**src/rtl/atm_account_arbiter.sv**
```systemverilog
// atm_account_arbiter: round-robin arbiter serialising four ATM terminals onto one account store,
// performing READ/DEBIT/CREDIT on a card's balance word with one transaction in flight.
module atm_account_arbiter #(
   parameter int NUM_CARDS = 9,
   parameter int BAL_IDX   = 1
) (
   input  logic        clk,
   input  logic        rst_n,
   input  logic [3:0]  req,
   input  logic [7:0]  op,
   input  logic [31:0] card,
   input  logic [63:0] amount,
   output logic [3:0]  gnt,
   output logic [3:0]  done,
   output logic [15:0] rdata,
   output logic [7:0]  err,
   output logic [7:0]  mem_addr,
   output logic        mem_re,
   output logic        mem_we,
   output logic [15:0] mem_wdata,
   input  logic [15:0] mem_rdata,
   output logic [15:0] txn_count
);
   typedef enum logic [2:0] {IDLE, ERR, RD, WAIT, WR, RESP} state_t;
   localparam logic [1:0] OP_DEBIT  = 2'b01;
   localparam logic [1:0] OP_CREDIT = 2'b10;
   localparam logic [1:0] OP_RSVD   = 2'b11;
   state_t      state, state_nx;
   logic [1:0]  last_grant, term, pick, cand;
   logic        found;
   logic [1:0]  op_q, op_sel;
   logic [7:0]  card_q, card_sel, err_q;
   logic [15:0] amt_q, amt_sel, res_q;
   logic [16:0] sum;
   logic        bad_card, debit_ok, credit_ok;

   // First requester searching upward from the terminal after the last one served
   always_comb begin
      found = 1'b0;
      pick  = last_grant;
      cand  = '0;
      for (int i = 1; i <= 4; i++) begin
         cand = last_grant + 2'(i);
         if (!found && req[cand]) begin
            found = 1'b1;
            pick  = cand;
         end
      end
   end

   assign op_sel    = op[{pick, 1'b0} +: 2];
   assign card_sel  = card[{pick, 3'b000} +: 8];
   assign amt_sel   = amount[{pick, 4'b0000} +: 16];
   assign bad_card  = card_sel >= 8'(NUM_CARDS);
   assign sum       = {1'b0, mem_rdata} + {1'b0, amt_q};
   assign debit_ok  = op_q == OP_DEBIT && amt_q <= mem_rdata;
   assign credit_ok = op_q == OP_CREDIT && !sum[16];

   always_ff @(posedge clk or negedge rst_n)
      if (!rst_n) state <= IDLE;
      else        state <= state_nx;

   always_comb begin
      state_nx = state;
      case (state)
         IDLE:    state_nx = !found ? IDLE : (bad_card || op_sel == OP_RSVD) ? ERR : RD;
         ERR:     state_nx = RESP;
         RD:      state_nx = WAIT;
         WAIT:    state_nx = (debit_ok || credit_ok) ? WR : RESP;
         WR:      state_nx = RESP;
         RESP:    state_nx = IDLE;
         default: state_nx = IDLE;
      endcase
   end

   always_ff @(posedge clk or negedge rst_n)
      if (!rst_n) begin
         last_grant <= 2'd3;
         term       <= '0;
         op_q       <= '0;
         card_q     <= '0;
         amt_q      <= '0;
         res_q      <= '0;
         err_q      <= '0;
         txn_count  <= '0;
      end else if (state == IDLE && found) begin
         term   <= pick;
         op_q   <= op_sel;
         card_q <= card_sel;
         amt_q  <= amt_sel;
         res_q  <= '0;
         err_q  <= bad_card ? 8'h01 : op_sel == OP_RSVD ? 8'h06 : 8'h00;
      end else if (state == WAIT) begin
         res_q <= debit_ok ? mem_rdata - amt_q : credit_ok ? sum[15:0] : mem_rdata;
         err_q <= (op_q == OP_DEBIT && !debit_ok) ? 8'h03 : (op_q == OP_CREDIT && !credit_ok) ? 8'h05 : 8'h00;
      end else if (state == WR) begin
         txn_count <= txn_count + 16'd1;
      end else if (state == RESP) begin
         last_grant <= term;
      end

   assign gnt       = (state == ERR || state == RD) ? 4'b0001 << term : '0;
   assign done      = state == RESP ? 4'b0001 << term : '0;
   assign rdata     = state == RESP ? res_q : '0;
   assign err       = state == RESP ? err_q : '0;
   assign mem_re    = state == RD;
   assign mem_we    = state == WR;
   assign mem_addr  = (mem_re || mem_we) ? (card_q << 2) + 8'(BAL_IDX) : '0;
   assign mem_wdata = mem_we ? res_q : '0;
endmodule

```
**config.mk**
```make
export PLATFORM = sky130hd
export DESIGN_NAME = atm_account_arbiter
export DESIGN_NICKNAME = d
export VERILOG_FILES = /design/src/rtl/atm_account_arbiter.sv
export SDC_FILE = /design/constraint.sdc
export NUM_CORES = 1
export LEC_CHECK = 0
export ABC_AREA = 0
export BUFFER_PORTS_ARGS = -buffer_cell sky130_fd_sc_hd__buf_2
export CAP_MARGIN = 10
export CORE_ASPECT_RATIO = 0.8
export CORE_MARGIN = 2
export CORE_UTILIZATION = 50
export DETAILED_ROUTE_END_ITERATION = 6
export PLACE_DENSITY_LB_ADDON = 0.08
export SYNTH_ARGS = -nofsm -noshare
export SYNTH_HDL_FRONTEND = slang
export SYNTH_SLANG_ARGS = --single-unit
```
**constraint.sdc**
```tcl
create_clock -name clk -period 4.24 [get_ports clk]
set_clock_uncertainty 0.2 [all_clocks]
set_input_delay 0.848 -clock clk [delete_from_list [all_inputs] [get_ports clk]]
set_output_delay 0.848 -clock clk [all_outputs]
set_load 0.02 [all_outputs]
```
==> results of run 1 <==
[cells in the mapped netlist, types with 4 or more instances]
cell type  number  area (sq um)
o21ai_1        18         90.09
or3_1          10         62.56
o21bai_1        5         37.54
nor2b_1        10         62.56
o31a_1          4         35.03
a221oi_1        5         43.79
o221ai_1        5         43.79
and3_1          8         50.05
nand4_1         7         43.79
inv_1          37         138.9
a21oi_1        27         135.1
a21o_1          6         45.04
buf_2           7         35.03
xor2_1          7         61.31
o21a_1          7         52.55
buf_4           7         52.55
nor3b_1         6         45.04
nor3_1         18         90.09
ha_1           33         412.9
a31oi_1         4         25.02
xnor2_1        11         96.34
clkbuf_1       23         86.33
o21ai_0        39         195.2
nand2b_1       11         68.82
and2_1         41         256.5
o211ai_1        4         30.03
a211o_1         4         35.03
mux4_2         22         495.5
nor2_1         33         123.9
dfrtp_1        64          1602
o31ai_1         4         30.03
nand3_1        16         80.08
nand2_1        84         315.3
[metal layers]
layer / up-vias / track usage / share of wire
met5: - / 0 / 0
met4: 0 / 0.05747 / 0.0088
met3: 12 / 0.05374 / 0.080
met2: 267 / 0.4250 / 0.43
met1: 2617 / 0.4295 / 0.48
li1: 2687 / - / -
[sequential cells by signal, summed over array words and instances (netlist names)]
signal	flops
term	2
card_q	6
last_grant	2
txn_count	16
amt_q	16
err_q	3
res_q	16
op_q	2
state	3
[through the flow]
stage          cells  cell area [sq um]
6_report         984               7030
4_1_cts          984               7030
5_1_grt          984               7030
3_5_place_dp     968               6728
3_3_place_gp     968               6728
2_1_floorplan    651               5588
[worst max path at each step]
stage,cells after the start,endpoint,slack [ns],start
after floorplan,14,res_q[8],0.77,mem_rdata[0]
after global placement,13,res_q[5],0.22,mem_rdata[0]
after detailed placement,13,res_q[5],0.16,mem_rdata[0]
after CTS,13,res_q[5],0.51,mem_rdata[0]
after global routing,12,res_q[5],0.27,mem_rdata[0]
final,13,res_q[5],0.50,mem_rdata[0]
[power breakdown]
group | internal (uW) | switching, uW
clock | 459 | 297
sequential | 834 | 177
combinational | 1150 | 1700
[logic make-up (layout without fill, tap and decap cells)]
group	Yosys count	count (layout)	share of synthesized area
AND/OR/NAND/NOR	257	257	0.2316
AO/OA/AOI/OAI	164	164	0.1955
buffers and inverters	77	266	0.05953
flip-flops	66	66	0.2970
adder cells (fa/ha/maj)	35	35	0.08133
multiplexers	28	28	0.1060
XOR/XNOR	18	18	0.02831
other	1	6	0.0006734
[final cells by class]
cell class / instances / area, sq um / area share
Inverter: 38 / 142.6 / 0.02029
Timing Repair Buffer: 212 / 1121 / 0.1595
Tap cell: 144 / 180.2 / 0.02563
Sequential cell: 66 / 1654 / 0.2353
Clock inverter: 7 / 77.57 / 0.01103
Clock buffer: 9 / 225.2 / 0.03203
Multi-Input combinational cell: 508 / 3630 / 0.5163
[layout by cell type, fill, tap and decap left out, types with 4 or more instances in the layout]
master	count
a211o_1	4
a21o_1	6
a21oi_1	27
a221oi_1	5
a31oi_1	4
and2_1	41
and3_1	8
buf_2	193
buf_4	18
clkbuf_16	9
conb_1	6
dfrtp_1	64
ha_1	33
inv_1	37
mux4_2	22
nand2_1	84
nand2b_1	11
nand3_1	16
nand4_1	7
nor2_1	33
nor2b_1	9
nor3_1	17
nor3b_1	5
o211ai_1	4
o21a_1	7
o21ai_0	39
o21ai_1	17
o21bai_1	5
o221ai_1	5
o31a_1	4
o31ai_1	4
or3_1	10
xnor2_1	11
xor2_1	7
==> qor.txt, run 1 <==
Run status -> complete, no violations
Register area share after synthesis -> 0.2970
Root Buffer -> clkbuf_16
FF-to-FF Start -> amt_q[0]
First-pass GRT wire length -> 26,610 um
Top delay family on crit path -> compound AO/OA/AOI/OAI gates
Overflow after GRT -> 0
DRT Pass-1 Iters -> 5
CP Cell Sequence -> buf_2, inv_1, ha_1, inv_1, fa_1, a211o_1, a21oi_2, o22ai_1, o2111ai_1, nand2_1, a221o_1, a22oi_1, o21ai_1
Setup WS post-layout -> 0.4983 ns
CP max stage cell -> fa_1
Crit end category -> flop
Clk_lat worst skew -> 0.34 ns
Worst-path fanout max -> 14
Clock Pin Slew Worst Setup and Hold Paths -> 0.06 ns
F_max -> 267.3 MHz
RSZ-0062 raised after global routing -> false
Largest net degree at the start of global routing -> 47
Most used cell, CP -> inv_1
Highest cell delay on the worst timing path -> 0.44 ns
Worst EP arrival -> 3.75 ns
IO buf count -> 193
DRC -> 0
Dpl ws -> 0.1649 ns
CTS max path bufs -> 2
Post-Route WL -> 16,580 um
Hold Vio Cnt, Final -> 0
CP required -> 4.25 ns
Die W -> 122.0 um
Die Ht -> 98.40 um
Hold Worst Slack -> 0.2686 ns
Inserted Clock Buffers -> 9
Worst vdd ir -> 0.3326 mV
Power Density -> 655.8 mW/mm^2
Synthesis Warnings -> 0
Slew Viols, Final -> 0
Worst Reg-to-Reg Cells -> 11
Worst-Margin Slew -> 1.022 ns
Crit start category -> input pin
Setup violators final -> 0
Iter 0 DRT Violations -> 418
Buf/Inv on CP -> 3
Routed WL per cell -> 16.85 um
Reg2reg end -> res_q[5]
Synth Area per Inst -> 8.621 sq um
Static Leak -> 0.003518 uW
Total power -> 4611 uW
Post-CTS Hold Buffers -> 0
R2R setup slack -> 0.67 ns
MaxCap Viol Count -> 0
Setup TNS Final -> 0 ns
CTS tree -> done
GPL Wtd Cong -> 0.9403
Num Clock Sinks -> 66
Antenna diode count -> 0
Setup repair bufs after CTS -> 0
Core ar. -> 0.01085 sq mm
Share of post-route cells with drive strength above 1 -> 0.3202
Async SR Flop Fraction -> 1.000
Initial antenna violation count -> 0
Via count -> 5,583
Yosys cell types -> 68
Starting Density -> 0.5134
Gr usage total -> 0.2839
Gate count of the mapped netlist -> 646
Min Tclk post-route -> 3.742 ns
Post-Syn Area -> 0.005569 sq mm
Final Core Density -> 0.6481
HP Class -> input pin to async pin
Worst rel slew slack -> 0.3156
Main synth FF type -> dfrtp_1
Nets@finish -> 996
Final period util -> 0.8825
Die area -> 0.01200 sq mm
# IOs -> 200
# fillers -> 951
Syn-to-layout area delta -> 26.24%
# H-tree levels -> 3
Vias per cell -> 5.674
Post-CTS sizing -> 0
Antenna-violating nets left -> 0
FP Rows -> 34
Post-synth EDFFs -> 0
Vias in the first global route -> 5,291
Post-synthesis register bit count -> 66
Post-DP HPWL -> 13,410 um
CP Class -> input pin to flop
Power figures use the tool's default switching activity.
==> inputs of run 2 (changes only) <==
clock period = 4.7 ns   (was 4.24 ns; I/O delays follow)
==> run 2 against run 1 <==
Clock power is 2% lower. Sequential cell count stayed put. Cell area is 1.0% lower. Critical endpoint is now res_q[8]. Power is 9.4% lower. Critical path depth is 1 higher. Die area stayed put. Final cell count is 1.1% lower. Largest cell class unchanged. Combinational power is 11% lower. Critical path type unchanged.
==> qor.txt, run 2 (synthesis results as in run 1) <==
Setup WS post-layout -> 0.7583 ns (+0.2599 ns)
DRC -> 0 (unchanged)
Crit end category -> flop
Die area -> 0.01200 sq mm (unchanged)
Vias in the first global route -> 5,223 (-1.3%)
Starting Density -> 0.5134 (unchanged)
Clock Pin Slew Worst Setup and Hold Paths -> 0.06 ns (about the same)
Iter 0 DRT Violations -> 446 (+6.7%)
F_max -> 253.7 MHz
Via count -> 5,628 (+0.81%)
Routed WL per cell -> 17.02 um (+1.0%)
IO buf count -> 193 (unchanged)
Clk_lat worst skew -> 0.34 ns (about the same)
Hold Path Origin -> txn_count[15]
Buf/Inv on CP -> 4 (+1)
Share of post-route cells with drive strength above 1 -> 0.3112 (-0.009020)
CP Cell Sequence -> buf_2, inv_1, ha_1, inv_1, fa_1, a211o_1, a21oi_2, o22ai_1, o2111ai_1, and2_1, buf_4, a21oi_1, nor4b_1, o21ai_1
CP max stage cell -> fa_1
Worst vdd ir -> 0.3273 mV (-1.6%)
MaxCap Viol Count -> 0 (unchanged)
CTS tree -> done
Largest registers -> amt_q (16), res_q (16), txn_count (16)
Slew Viols, Final -> 0 (unchanged)
Setup repair bufs after CTS -> 0 (unchanged)
Worst Reg-to-Reg Cells -> 12 (+1)
Setup TNS Final -> 0 ns (unchanged)
GPL Wtd Cong -> 0.9852 (+4.8%)
Initial antenna violation count -> 0 (unchanged)
R2R setup slack -> 1.03 ns (+0.36 ns)
# fillers -> 915 (-3.8%)
CP Class -> input pin to flop
# H-tree levels -> 3 (unchanged)
WHS Path Cells -> 1
Antenna-violating nets left -> 0 (unchanged)
Antenna diode count -> 0 (unchanged)
Top delay family on crit path -> compound AO/OA/AOI/OAI gates
Setup violators final -> 0 (unchanged)
Static Leak -> 0.003473 uW (-1.3%)
Die W -> 122.0 um (unchanged)
FF-to-FF Start -> amt_q[0]
Core ar. -> 0.01085 sq mm (unchanged)
RSZ-0062 raised after global routing -> false
FP Rows -> 34 (unchanged)
CP required -> 4.70 ns (+0.45 ns)
CTS max path bufs -> 2 (unchanged)
# IOs -> 200 (unchanged)
Post-CTS Hold Buffers -> 0 (unchanged)
Inserted Clock Buffers -> 9 (unchanged)
Syn-to-layout area delta -> 24.94%
Power Density -> 600.6 mW/mm^2 (-8.4%)
Final period util -> 0.8387
Worst-path fanout max -> 9 (-5)
Post-DP HPWL -> 13,260 um (-1.2%)
Most used cell, CP -> inv_1
Worst EP arrival -> 3.95 ns (+0.20 ns)
Crit start category -> input pin
Post-Route WL -> 16,560 um (-0.12%)
Worst-Margin Slew -> 1.026 ns (+0.003692 ns)
Min Tclk post-route -> 3.942 ns
Most frequent cells in the layout -> 193 x buf_2, 84 x nand2_1, 64 x dfrtp_1
Num Clock Sinks -> 66 (unchanged)
First-pass GRT wire length -> 26,590 um (about the same)
Hold Vio Cnt, Final -> 0 (unchanged)
Run status -> complete, no violations
Largest net degree at the start of global routing -> 67 (+43%)
Die Ht -> 98.40 um (unchanged)
Nets@finish -> 985 (-1.1%)
Worst rel slew slack -> 0.3136 (-0.002001)
DRT Pass-1 Iters -> 6 (+1)
Gr usage total -> 0.2843 (+0.0004048)
Highest cell delay on the worst timing path -> 0.45 ns (about the same)
Hold endpoint -> txn_count[15]
Vias per cell -> 5.784 (+1.9%)
Dpl ws -> 0.5095 ns (+0.3446 ns)
Most common cell after layout, fill and taps aside -> buf_2
Overflow after GRT -> 0 (unchanged)
Post-CTS sizing -> 0 (unchanged)
HP Class -> flop to flop
Root Buffer -> clkbuf_16
Reg2reg end -> res_q[8]
## run 2: changes by cell type in the layout (fill, tap and decap cells not counted), sizes merged
| cell | before | now |
|---|---|---|
| clkinv | 4 | 3 |
| buf | 212 | 201 |
| bufinv | 1 | 2 |
| inv | 39 | 40 |
| clkinvlp | 1 | 0 |
## run 2: worst reg2reg max path, delay by kind of cell, from the launching register on
family | cells | cell delay [ns]
AOI/OAI and AO/OA | 6 | 1.11
and+or+nand+nor | 2 | 0.80
adders and majority gates | 2 | 0.68
DFF | 1 | 0.46
buffers and inverters | 2 | 0.31
## run 2: per-layer routing
layer  up-vias  wire length [um]  GRT usage
met2       282              6976     0.4173
met1      2660              7874     0.4405
met4         0               183    0.06101
li1       2669                 -          -
met3        17              1521    0.04731
met5         -                 0          0
## run 2: worst max path at each step
stage / startpoint / to / cells after the start
final: mem_rdata[0] / res_q[8] / 14
after global routing: mem_rdata[0] / res_q[8] / 14
after CTS: mem_rdata[0] / res_q[8] / 14
after detailed placement: mem_rdata[0] / res_q[8] / 14
after global placement: mem_rdata[0] / res_q[8] / 14
after floorplan: mem_rdata[0] / res_q[8] / 14
## run 2: cell type report
cell class	count	area, sq um	area share
Clock buffer	9	225.2	0.03237
Sequential cell	66	1654	0.2377
Timing Repair Buffer	201	1026	0.1475
Multi-Input combinational cell	508	3630	0.5217
Inverter	38	142.6	0.02050
Clock inverter	7	100.1	0.01439
Tap cell	144	180.2	0.02589
## run 2: power by group
group	switching, uW	internal, uW	total, uW
sequential	164	752	916
clock	270	469	738
combinational	1540	988	2520
total	1970	2210	4180
## run 2: metrics by stage
step	instances	area [sq um]	total power, uW	hold WS (ns)	util
finish	973	6958	4179	0.2571	0.6414
global route	973	6958	4499	0.2894	0.6414
CTS	973	6958	4147	0.2623	0.6414
detailed placement	957	6633	3394	0.2524	0.6114
global placement	957	6633	3363	0.2502	0.6114
floorplan	651	5588	2722	0.2379	-
==> inputs of run 3 (changes only) <==
CORE_UTILIZATION = 46   (was 50)
clock period = 3.3 ns   (was 4.7 ns; I/O delays follow)
==> run 3 against run 2 <==
Clock power up 52%. Largest cell class unchanged. Via count up 4.2%. Sequential share of layout area down 2.1 points.
==> qor.txt, run 3 (synthesis results as in run 1) <==
Run status -> complete, no violations
Antenna diode count -> 0 (unchanged)
Via count -> 5,866 (+4.2%)
MaxCap Viol Count -> 0 (unchanged)
Setup violators final -> 0 (unchanged)
Post-Route WL -> 17,990 um (+8.7%)
Num Clock Sinks -> 66 (unchanged)
Worst EP arrival -> 3.20 ns (-0.75 ns)
Most common cell after layout, fill and taps aside -> buf_2
Internal power -> 3723 uW (+69%)
DRT Pass-1 Iters -> 5 (-1)
DRC -> 0 (unchanged)
Worst rel slew slack -> 0.5613 (+0.2477)
Nets@finish -> 1,063 (+7.9%)
Starting Density -> 0.4781 (-0.03529)
CP required -> 3.35 ns (-1.35 ns)
Min Tclk post-route -> 3.146 ns
# fillers -> 977 (+6.8%)
HP Class -> input pin to async pin
Overflow after GRT -> 0 (unchanged)
Vias per cell -> 5.560 (-3.9%)
Largest registers -> amt_q (16), res_q (16), txn_count (16)
CTS max path bufs -> 2 (unchanged)
Clock power frac -> 0.168 (-0.009)
Core ar. -> 0.01165 sq mm (+7.4%)
IO buf count -> 193 (unchanged)
Die area -> 0.01301 sq mm (+8.4%)
Slew Viols, Final -> 0 (unchanged)
Worst-path fanout max -> 6 (-3)
Placed Area -> 0.007248 sq mm (+9.3%)
Initial antenna violation count -> 0 (unchanged)
Crit end category -> flop
GPL Wtd Cong -> 1.050 (+6.6%)
Final period util -> 0.9534
First-pass GRT wire length -> 27,650 um (+4.0%)
Worst-Margin Slew -> 0.6520 ns (-0.3738 ns)
Antenna-violating nets left -> 0 (unchanged)
# IOs -> 200 (unchanged)
Post-CTS Hold Buffers -> 0 (unchanged)
CTS tree -> done
FP Rows -> 35 (+2.9%)
Non-Filler Instances -> 1,055 (+8.4%)
Gr usage total -> 0.2753 (-0.009018)
Total power -> 6682 uW (+60%)
Final instance area -> 0.007636 sq mm (+9.7%)
Iter 0 DRT Violations -> 401 (-10%)
Power Density -> 875.0 mW/mm^2 (+46%)
Most frequent cells in the layout -> 193 x buf_2, 84 x buf_4, 83 x nand2_1
Inserted Clock Buffers -> 9 (unchanged)
# H-tree levels -> 3 (unchanged)
Die W -> 127.0 um (+4.1%)
Hold Vio Cnt, Final -> 0 (unchanged)
Sequential Power Share -> 0.194 (-0.025)
Switch share -> 0.4428 (-0.02874)
Crit start category -> input pin
F_max -> 317.8 MHz
Final Core Density -> 0.6555 (+0.01413)
Placed cells -> 1,039 (+8.6%)
Post-DP HPWL -> 14,980 um (+13%)
Die Ht -> 102.4 um (+4.1%)
P_sw -> 2959 uW (+50%)
Largest net degree at the start of global routing -> 43 (-36%)
Combinational power share -> 0.637 (+0.033)
Worst vdd ir -> 0.5814 mV (+78%)
CP Class -> input pin to flop
Share of post-route cells with drive strength above 1 -> 0.3782 (+0.06695)
Clk_lat worst skew -> 0.34 ns (about the same)
Clock Pin Slew Worst Setup and Hold Paths -> 0.06 ns (about the same)
Static Leak -> 0.003869 uW (+11%)
Vias in the first global route -> 5,306 (+1.6%)
Routed WL per cell -> 17.05 um (+0.21%)
Root Buffer -> clkbuf_16
Syn-to-layout area delta -> 37.12%
Setup repair bufs after CTS -> 0 (unchanged)
-- run 3: worst paths after layout --
| kind | from | end | cells after the start | slack, ns |
|---|---|---|---|---|
| max in group asynchronous | rst_n | last_grant[0] | 2 | 2.06 |
| max reg2reg | last_grant[0] | err_q[1] | 8 | 0.16 |
| max | mem_rdata[0] | res_q[8] | 15 | 0.15 |
| min | rst_n | res_q[3] | 1 | 0.06 |
| min reg2reg | txn_count[15] | txn_count[15] | 1 | 0.26 |
| min in group clk | txn_count[15] | txn_count[15] | 1 | 0.26 |
-- run 3: repair_timing --
action	CTS	global route
resized for setup	0	8
setup endpoints to repair	0	17
hold endpoints to repair	0	0
-- run 3: layer usage --
layer / vias up / GRT usage / part of all wire
met2: 270 / 0.4202 / 0.43
met1: 2768 / 0.4112 / 0.48
met4: 0 / 0.04903 / 0.0076
li1: 2814 / - / -
met3: 14 / 0.05602 / 0.088
met5: - / 0 / 0
-- run 3: layout make-up --
type | count | area (sq um) | area share
Multi-Input combinational cell | 508 | 3667 | 0.4803
Sequential cell | 66 | 1655 | 0.2168
Timing Repair Buffer | 279 | 1637 | 0.2143
Clock buffer | 9 | 225.2 | 0.02949
Tap cell | 148 | 185.2 | 0.02425
Inverter | 38 | 142.6 | 0.01868
Clock inverter | 7 | 123.9 | 0.01622
-- run 3: worst max-delay path, cell delays in order --
cell and delay [ns]:
buf_2 0.12, inv_1 0.06, ha_1 0.16, inv_1 0.05, fa_1 0.40, a211o_1 0.32, a21oi_2 0.16, o22ai_1 0.14
o2111ai_2 0.26, and2_2 0.24, buf_4 0.15, nand3_1 0.07, nor4b_2 0.17, buf_4 0.13, o21ai_1 0.10
-- run 3: power groups by stage --
stage / registers, uW / logic [uW] / clock network [uW]
after floorplan: 1240 / 2630 / 0
after detailed placement: 1310 / 4150 / 0
after global routing: 1340 / 4660 / 1180
after global placement: 1290 / 4110 / 0
final: 1300 / 4260 / 1120
after CTS: 1300 / 4170 / 1140
-- run 3: metrics by stage --
step           setup slack (ns)  hold slack (ns)  TNS (ns)
2_1_floorplan           0.01900           0.1644         0
5_1_grt                -0.02557          0.08687  -0.02557
3_5_place_dp            -0.2493           0.2553    -3.044
4_1_cts                 0.03459          0.06908         0
3_3_place_gp            -0.2325           0.2529    -2.486
6_report                 0.1537          0.06288         0
